--- src/rtl/piksel_paketleyici.sv ---
// Packs the 8-bit pixel stream into 32-bit little-endian words, buffers them in a
// small FWFT FIFO and presents them with a frame-relative word address.
module piksel_paketleyici #(
    parameter int IMG_W         = 320,
    parameter int IMG_H         = 240,
    parameter int FIFO_DERINLIK = 8,
    parameter int ADRES_W       = 15
) (
    input  logic               clk_i,
    input  logic               rstn_i,
    input  logic               basla_i,
    input  logic               etkin_i,
    input  logic [7:0]         pixel_i,
    output logic [31:0]        veri_o,
    output logic               gecerli_o,
    input  logic               hazir_i,
    output logic [ADRES_W-1:0] adres_o,
    output logic               cerceve_bitti_o,
    output logic               tasma_o,
    output logic               mesgul_o
);
    localparam int TOPLAM = IMG_W * IMG_H;
    localparam int PW     = $clog2(TOPLAM + 1);
    localparam int FW     = $clog2(FIFO_DERINLIK);
    localparam int CW     = $clog2(FIFO_DERINLIK + 1);

    typedef enum logic [1:0] {BOSTA, TOPLA, BOSALT} durum_t;

    durum_t        durum;
    logic [PW-1:0] pix_say;
    logic [23:0]   paket;
    logic [31:0]   mem [FIFO_DERINLIK];
    logic [FW-1:0] yaz_ptr, oku_ptr;
    logic [CW-1:0] doluluk;
    logic          dolu, pop, push_iste, push, son_piksel;

    assign gecerli_o  = (doluluk != '0);
    assign dolu       = (doluluk == CW'(FIFO_DERINLIK));
    assign pop        = gecerli_o && hazir_i;
    assign push_iste  = (durum == TOPLA) && etkin_i && (pix_say[1:0] == 2'd3);
    // A full FIFO still accepts a word when the head leaves in the same cycle.
    assign push       = push_iste && (!dolu || pop);
    assign son_piksel = (pix_say == PW'(TOPLAM - 1));
    assign veri_o     = gecerli_o ? mem[oku_ptr] : 32'd0;
    assign mesgul_o   = (durum != BOSTA);

    always_ff @(posedge clk_i) begin
        if (rstn_i && !basla_i && push)
            mem[yaz_ptr] <= {pixel_i, paket};
    end

    always_ff @(posedge clk_i) begin
        if (!rstn_i) begin
            durum           <= BOSTA;
            pix_say         <= '0;
            paket           <= '0;
            yaz_ptr         <= '0;
            oku_ptr         <= '0;
            doluluk         <= '0;
            adres_o         <= '0;
            cerceve_bitti_o <= 1'b0;
            tasma_o         <= 1'b0;
        end else if (basla_i) begin
            durum           <= TOPLA;
            pix_say         <= '0;
            paket           <= '0;
            yaz_ptr         <= '0;
            oku_ptr         <= '0;
            doluluk         <= '0;
            adres_o         <= '0;
            cerceve_bitti_o <= 1'b0;
            tasma_o         <= 1'b0;
        end else begin
            cerceve_bitti_o <= 1'b0;
            if (push) yaz_ptr <= yaz_ptr + FW'(1);
            if (pop) begin
                oku_ptr <= oku_ptr + FW'(1);
                adres_o <= adres_o + ADRES_W'(1);
            end
            case ({push, pop})
                2'b10:   doluluk <= doluluk + CW'(1);
                2'b01:   doluluk <= doluluk - CW'(1);
                default: doluluk <= doluluk;
            endcase
            if (push_iste && dolu && !pop) tasma_o <= 1'b1;

            case (durum)
                TOPLA: begin
                    if (etkin_i) begin
                        case (pix_say[1:0])
                            2'd0:    paket[7:0]   <= pixel_i;
                            2'd1:    paket[15:8]  <= pixel_i;
                            2'd2:    paket[23:16] <= pixel_i;
                            default: paket        <= paket;
                        endcase
                        pix_say <= pix_say + PW'(1);
                        if (son_piksel) durum <= BOSALT;
                    end
                end
                BOSALT: begin
                    // No pushes happen here, so the FIFO is never empty on entry.
                    if (pop && doluluk == CW'(1)) begin
                        durum           <= BOSTA;
                        cerceve_bitti_o <= 1'b1;
                    end
                end
                default: durum <= BOSTA;
            endcase
        end
    end
endmodule

--- config.mk ---
export PLATFORM = sky130hd
export DESIGN_NAME = piksel_paketleyici
export DESIGN_NICKNAME = d
export VERILOG_FILES = /design/src/rtl/piksel_paketleyici.sv
export SDC_FILE = /design/constraint.sdc
export NUM_CORES = 1
export LEC_CHECK = 0
export ABC_AREA = 1
export CORE_UTILIZATION = 25
export DETAILED_ROUTE_END_ITERATION = 8
export HOLD_SLACK_MARGIN = 0.06
export PLACE_DENSITY = 0.48
export SLEW_MARGIN = 20
export SYNTH_ARGS = -nofsm -noshare
export SYNTH_HDL_FRONTEND = slang
export SYNTH_SLANG_ARGS = --single-unit
--- constraint.sdc ---
create_clock -name clk_i -period 5 [get_ports clk_i]
set_clock_uncertainty 0.2 [all_clocks]
set_input_delay 0.5 -clock clk_i [delete_from_list [all_inputs] [get_ports clk_i]]
set_output_delay 0.5 -clock clk_i [all_outputs]
set_load 0.01 [all_outputs]
# Word level (Yosys, flattened, before mapping)
# Memories as Yosys holds them, arrays and structs flattened. A register that Yosys moved wholly into a read port is not among the register bits.
# Cells that the tools add are included.
[classes]
n_div = 0
n_shift = 0
eq_ne = 16
magnitude_cmp = 0
n_reduce_logical = 25
n_bitwise = 2
n_mul = 0
muxes = 12
n_addsub = 6
[ops]
columns = ["operator", "count"]
rows = [
  ["32-bit 2-to-1 mux", 1],
  ["17-bit by 1-bit adder with 17-bit output (second input constant)", 1],
  ["17-bit equality test (second input constant)", 1],
  ["15-bit by 1-bit adder with 15-bit output (second input constant)", 1],
  ["3-bit AND reduction", 5],
  ["1-bit logical AND", 9],
  ["3-bit inequality test (second input constant)", 3],
  ["2-bit equality test (second input constant)", 4],
  ["4-bit one-hot mux with 2 select lines", 1],
  ["3-bit by 1-bit adder with 3-bit output (second input constant)", 2],
  ["2-bit by 1-bit equality test with 1-bit output (second input constant)", 3],
  ["2-bit 2-to-1 mux", 3],
  ["3-bit 2-to-1 mux", 2],
  ["2-bit inequality test (second input constant)", 3],
  ["4-bit by 1-bit adder with 4-bit output (second input constant)", 1],
  ["4-bit by 1-bit equality test with 1-bit output (second input constant)", 1],
  ["4-bit equality test (second input constant)", 1],
  ["1-bit 2-to-1 mux", 4],
  ["2-bit one-hot mux with 2 select lines", 1],
  ["2-bit nonzero test", 2],
  ["4-bit nonzero test", 1],
  ["4-bit by 1-bit subtractor with 4-bit output (second input constant)", 1],
  ["1-bit zero test", 3],
  ["3-bit OR reduction", 1],
  ["5 further kinds", 6],
]
[word_totals]
regBits = 70
mem_bits_ro = 0
output_inout_bits = 51
input_bits = 13
ram_bits = 256
mem_count = 1
latch_bits = 0
[mem_list]
columns = ["memory", "words", "word_bits", "rd", "rd_clocked_by_memory_dff", "wr", "line", "rtl"]
rows = [
  ["mem", 8, 32, 1, 1, 1, "32", "logic [31:0] mem [FIFO_DERINLIK];"],
]

# Longest topological paths before layout
# Gate-level depths: netlist of run 1.
[logic_depth]
depth_word = 7
mapped_depth = 10
mapped_depth_nobuf = 10

# Least setup slack after synthesis of run 1
# No wires, ideal clock.
[synth_timing]
path_type = "flip-flop to flip-flop"
from = "reg doluluk[0]"
to = "mem mem[0][0] (enable)"
path_slack_ns = 1.735
t_required_ns = 4.379
n_path_buf = 0
t_arrival_ns = 2.644
stages_incl_launch_ff = 9
setup_ns = 0.421
cell_sequence = "dfxtp_1 inv_1 ha_1 nand2_1 nor3_1 nor2_2 inv_2 or2_4 nor2_1"
[synth_via]
elab_chain_len = 7
word_cells_on_any_way = 9
cone_classes = "eq/ne (1); mux (2); reduce/logical (6)"
[synth_rtl]
columns = ["element", "line", "rtl"]
rows = [
  ["from (decl)", "34", "logic [CW-1:0] doluluk;"],
  ["from (signal assigned)", "81", "2'b10: doluluk <= doluluk + CW'(1);"],
  ["from (signal assigned)", "82", "2'b01: doluluk <= doluluk - CW'(1);"],
  ["from (signal assigned)", "83", "default: doluluk <= doluluk;"],
  ["4-bit equality test / 4-bit nonzero test (equally long branches)", "38, 37", ""],
  ["1-bit zero test / 1-bit logical AND (equally long branches)", "42, 39", ""],
  ["1-bit logical OR (*)", "42", "assign push = push_iste && (!dolu || pop);"],
  ["1-bit logical AND (*)", "42", ""],
  ["1-bit logical AND (*)", "48", "if (rstn_i && !basla_i && push)"],
  ["1-bit 2-to-1 mux (*)", "48", ""],
  ["1-bit 2-to-1 mux (not written as such) (*)", "49", "mem[yaz_ptr] <= {pixel_i, paket};"],
  ["to (decl)", "32", ""],
]
# Every way passes the cells marked *; elsewhere a longest branch is shown, timed or not.

==> impl_metrics.tcl, run 1 <==
set metrics [dict create \
    drv_cap 0 \
    crit_type "reg -> out" \
    timing.final.crit_share 0.841 \
    die_area_um2 54400 \
    syn_area_um2 13400 \
    fmaxAchievable_mhz 238 \
    fillers 5235 \
    p_switching_mw 1.15 \
    worstPathArrival_ns 3.51 \
    clkTransAtPathRegs_ns 0.05 \
    start_util 0.254 \
    min_period_ns 4.21 \
    finalSetupViolCount 0 \
    nets 1283 \
    drt-vias-per-instance 4.47 \
    wl_met2_um 15300 \
    grt_pass1_vias 8666 \
    seq_power_share 0.520 \
    cts.path.max_buffers 3 \
    drv_slew 0 \
    post-cts-setup-buffers 0 \
    gp_congestion 0.714 \
    yosysTopAreaCell "edfxtp_1" \
    slew_headroom 0.323 \
    core_area_um2 52700 \
    yosysMostFrequentCell "edfxtp_1" \
    ys_top_cells_by_area "edfxtp_1 57%, dfxtp_1 11%, nor2_1 6.8%, o21ai_0 6.3%, nand2_1 3.0%" \
    topRoutingLayerUsed "met5" \
    cp-start-kind "register" \
    postCtsHoldBufs 0 \
    p_leak_nw 4.91 \
    cp-end-kind "output port" \
    ant_nets 0 \
    synthDistinctLibCells 34 \
    portBuffers 63 \
    comb_power_share 0.012 \
    tns_ns 0 \
    drc_errors 0 \
    synth-main-ff-cell "edfxtp_1" \
    grt_pass1_wl_um 50900 \
    syn_nets 1224 \
    wl_per_cell_um 16.8 \
    swShare 0.204 \
    synthCells 1201 \
    hold_class "reg -> reg" \
    cts-resized-gates 0 \
    cpPeakStageDelay_ns 0.65 \
    ys_ff_latch 329 \
    grt_max_degree 98 \
    diodes 0 \
    synth_common_cells "256 x edfxtp_1, 244 x nor2_1, 169 x o21ai_0, 106 x nand2_1, 73 x dfxtp_1" \
    area_delta_synth_final_pct 19.5 \
    overflow 0 \
    clkLatencyLatePin_ns 0.54 \
    num_io_pins 64 \
    p_int_mw 4.48 \
    htreeDepth 2 \
    wl_met3_um 1550 \
    yosysWarnings 0 \
    ir_drop_v 0.000216 \
    critPathRequiredTime_ns 4.30 \
    worst_slew_pin_slew_ns 1.02 \
    async_flop_share 0 \
    power.share.clock 0.468 \
    num_rows 84 \
    p_per_area_nw_per_um2 352 \
    postPlaceCellArea_um2 14800 \
    dr.pass1.iters 5 \
    cts_tree "done" \
    die_y_um 233 \
    worstPathCellList "buf_4 -> buf_12 -> nor2_1 -> nor2_1 -> o21ai_0 -> o21ai_0 -> o21ai_0 -> nor2_1 -> clkdlybuf4s50_1" \
    wl_met1_um 15600 \
    antenna_found_initial 3 \
    grt_setup_unrepaired "no" \
    hold_viol 0 \
    cts.sinks 329 \
    final_cell_area_um2 16000 \
    outcome "finished clean" \
    drt-total-wl_um 33100 \
    drt_iter0_drc 584 \
    slowest_stage "dfxtp_4" \
    num_vias 8847 \
    track_usage 0.124 \
    drive_gt1_frac 0.0799 \
    ys_seq_area_frac 0.684 \
    yosys.area.top_type_share 0.575 \
    dp_hpwl_um 18700 \
    crit_fanout 51 \
    avgSynthCellArea_um2 11.1 \
    clk_root_buffer_cell "clkbuf_16" \
    synth_edf_count 256 \
    dieWidth_um 233 \
    numCtsBuffers 37 \
]
==> state kept, by name (all words and copies together), names as in the netlist, named ones only <==
register	cells
mem	256
paket	24
pix_say	17
adres_o	15
doluluk	4
oku_ptr	3
yaz_ptr	3
durum	2
cerceve_bitti_o	1
tasma_o	1
==> cells by family (layout without fill, tap and decap cells) <==
| logic type | Yosys count | count (layout) | share of synthesized area |
|---|---|---|---|
| buf+inv | 121 | 209 | 0.0376 |
| simple gates | 434 | 434 | 0.137 |
| xor+xnor | 5 | 5 | 0.00327 |
| mux | 32 | 32 | 0.0240 |
| fa+ha+maj | 10 | 10 | 0.00936 |
| flops | 329 | 329 | 0.684 |
| compound gates | 270 | 270 | 0.105 |
==> power by group through the flow <==
| stage | clock [mW] | combinational (mW) | sequential (mW) |
|---|---|---|---|
| after floorplan | 0 | 0.0318 | 2.98 |
| after global placement | 0 | 0.0685 | 2.98 |
| after detailed placement | 0 | 0.0693 | 2.99 |
| after CTS | 2.71 | 0.0694 | 2.93 |
| after global routing | 2.81 | 0.0759 | 2.93 |
| final | 2.63 | 0.0684 | 2.93 |
==> through the flow <==
stage / util / power, mW / cells / hold WS, ns / setup slack, ns
finish: 0.304 / 5.63 / 1977 / 0.264 / 0.794
global route: 0.304 / 5.81 / 1977 / 0.296 / 0.474
CTS: 0.303 / 5.71 / 1976 / 0.270 / 0.617
detailed placement: 0.281 / 3.05 / 1908 / 0.262 / 1.22
global placement: 0.281 / 3.05 / 1908 / 0.252 / 1.22
floorplan: - / 3.02 / 1201 / 0.233 / 1.74
==> worst paths after layout <==
path,slack [ns],to,cells after the start,from
max reg2reg,1.97,mem[7][29],8,doluluk[0]
min reg2reg,0.26,pix_say[6],2,pix_say[6]
max,0.79,veri_o[30],9,register
min,0.26,pix_say[6],2,pix_say[6]
==> worst max-delay path, delay by kind of cell (launching register included) <==
family,cells,cell delay [ns]
buffers and inverters,3,1.52
AOI/OAI and AO/OA,3,0.29
and+or+nand+nor,3,0.46
DFF,1,0.65
==> area by class of cell <==
cell class / count / area, um^2 / area share
Multi-Input combinational cell: 751 / 3780 / 0.236
Tap cell: 688 / 861 / 0.0539
Clock buffer: 50 / 1020 / 0.0636
Timing Repair Buffer: 83 / 793 / 0.0496
Inverter: 58 / 218 / 0.0136
Sequential cell: 329 / 9160 / 0.573
Clock inverter: 18 / 161 / 0.0101
==> layout by cell type (no fill, tap or decap), types with 19 or more instances in the layout <==
cell type	n
a21oi_1	53
buf_4	19
clkbuf_16	38
clkdlybuf4s50_1	63
dfxtp_1	71
edfxtp_1	256
inv_1	51
mux2i_1	32
nand2_1	106
nand3_1	49
nor2_1	236
o21ai_0	169
o22ai_1	32
==> routing by layer <==
metal  track usage  vias up
li1              -     4350
met1         0.162     4294
met2         0.200      143
met3        0.0308       54
met4        0.0374        6
met5             0        -
Note: power is estimated with default switching activity, not from simulation.
==> inputs of run 2 (changes only) <==
- PLACE_DENSITY: 0.48 -> 0.49
- clock period: 5 -> 3.4 ns (I/O delays scaled with it)
==> run 2 against run 1 <==
First-iteration DRC count shrank 5.0%; count of clock-buffer cells in the layout up 8; sequential share of layout area fell by 1.2 points; largest cell class unchanged; design area rose by 2.2%.
==> impl_metrics.tcl, run 2 (synthesis gave the netlist of run 1 again) <==
set metrics [dict create \
    outcome "finished clean" \
    regMostFlops "mem" \
    crit_fanout 18 \
    multi_input_area_um2 3800 \
    top_regs "mem: 256 flops, paket: 24 flops, pix_say: 17 flops" \
    r2r_cells 9 \
    cp.depth 5 \
    worstPathArrival_ns 2.70 \
    fin_cells 1991 \
    track_usage 0.124 \
    p_leak_nw 5.00 \
    cp_num_buf_inv 3 \
    drt-total-wl_um 33500 \
    wl_met3_um 1840 \
    slowest_stage "inv_1" \
    timing.final.crit_share 0.954 \
    clkLatencyLatePin_ns 0.54 \
    wl_met1_um 15600 \
    finalSetupViolCount 0 \
    postPlaceCellArea_um2 15000 \
    overflow 0 \
    dr.pass1.iters 4 \
    drv_slew 0 \
    cp-end-kind "output port" \
    topRoutingLayerUsed "met5" \
    r2r-end "doluluk[1]" \
    dp_slack_ns 0.583 \
    ir_drop_v 0.000260 \
    drc_errors 0 \
    wl_per_cell_um 16.8 \
    rrSetupSlack_ns 0.88 \
    min_period_ns 3.24 \
    grt_pass1_wl_um 51000 \
    drive_gt1_frac 0.0898 \
    fmaxAchievable_mhz 308 \
    largest_reg_flops 256 \
    num_io_pins 64 \
    gp_congestion 0.739 \
    seqCellArea_um2 9160 \
    nets 1298 \
    wl_met2_um 15300 \
    hold_class "in -> reg" \
    drt_iter0_drc 555 \
    slew_headroom 0.446 \
    tns_ns 0 \
    timing.rr.start "doluluk[0]" \
    dp_cells 1916 \
    layout_setup_ws_ns 0.155 \
    cts.sinks 329 \
    ant_nets 0 \
    htreeDepth 2 \
    area_delta_synth_final_pct 22.1 \
    numCtsBuffers 38 \
    crit_end "veri_o[4]" \
    grt_pass1_vias 8666 \
    grt_max_degree 63 \
    dieWidth_um 233 \
    p_per_area_nw_per_um2 518 \
    drt-vias-per-instance 4.48 \
    num_vias 8928 \
    start_util 0.254 \
    crit_type "reg -> out" \
    grt_setup_unrepaired "no" \
    drv_cap 0 \
    cts.path.max_buffers 3 \
    antenna_found_initial 4 \
    diodes 0 \
    worst_slew_pin_slew_ns 0.830 \
    critPathRequiredTime_ns 2.86 \
    fillers 5258 \
    cp-start-kind "register" \
    cts_tree "done" \
    dp_hpwl_um 18600 \
    clkTransAtPathRegs_ns 0.06 \
    clk_root_buffer_cell "clkbuf_16" \
    die_area_um2 54400 \
    crit_family "buffers and inverters" \
    cpPeakStageDelay_ns 0.60 \
    final_cell_area_um2 16300 \
    core_area_um2 52700 \
    final_cell_mix "256 x edfxtp_1, 235 x nor2_1, 169 x o21ai_0" \
    final_common_cell "edfxtp_1" \
    hold_viol 0 \
    portBuffers 63 \
    num_rows 84 \
    die_y_um 233 \
    worstPathCellList "inv_1 -> buf_4 -> o21ai_0 -> nor2_1 -> clkdlybuf4s50_1" \
]
[run 2: changes by cell type in the layout (fill, tap and decap cells not counted), sizes merged]
cell           change
buf               +13
bufinv             +2
clkbuf             +8
clkdlybuf4s50      -1
clkinv             -8
clkinvlp           -1
dlymetal6s2s       +1
inv                -1
nand3              +1
[run 2: how the worst min path moves through the flow]
stage                     from         end  slack, ns  cells past startpoint
finish                  rstn_i    durum[0]       0.17                      3
global route            rstn_i    durum[0]       0.17                      3
CTS                     rstn_i    durum[0]       0.15                      3
detailed placement  oku_ptr[2]  oku_ptr[2]       0.25                      2
global placement    pix_say[6]  pix_say[6]       0.25                      2
floorplan           oku_ptr[2]    register       0.23                      2
[run 2: where the power goes]
part / leakage, nW / switching, mW / internal (mW)
combinational: 1.63 / 0.0728 / 0.0308
sequential: 2.77 / 0.00827 / 4.30
clock: 0.601 / 1.55 / 2.50
total: 5.00 / 1.63 / 6.83
[run 2: routing by layer]
| metal | GRT usage | vias up |
|---|---|---|
| met5 | 0 | - |
| met2 | 0.199 | 180 |
| met3 | 0.0306 | 59 |
| met1 | 0.163 | 4304 |
| li1 | - | 4377 |
| met4 | 0.0386 | 8 |
[run 2: tightest hold or removal path, stage by stage]
cell and delay [ns]:
clkdlybuf4s50_1 0.39, inv_1 0.08, a21oi_1 0.04
[run 2: final cells by class]
cell class | instances | area share
Clock inverter | 10 | 0.00942
Multi-Input combinational cell | 752 | 0.233
Sequential cell | 329 | 0.561
Timing Repair Buffer | 96 | 0.0644
Tap cell | 688 | 0.0527
Inverter | 58 | 0.0133
Clock buffer | 58 | 0.0666
[run 2: through the flow]
stage	hold slack [ns]	util	power (mW)
after floorplan	0.233	-	4.43
after global placement	0.250	0.285	4.49
after detailed placement	0.253	0.285	4.49
after CTS	0.145	0.308	8.58
after global routing	0.168	0.310	8.74
final	0.171	0.310	8.47
[run 2: repair_timing]
action | 4_1_cts | 5_1_grt
buffers inserted | 0 | 6
setup endpoints to repair | 3 | 24
gates cloned | 1 | 0
hold endpoints to repair | 0 | 0
pin swaps | 1 | 1
hold buffers | 0 | 0
resized for setup | 1 | 3
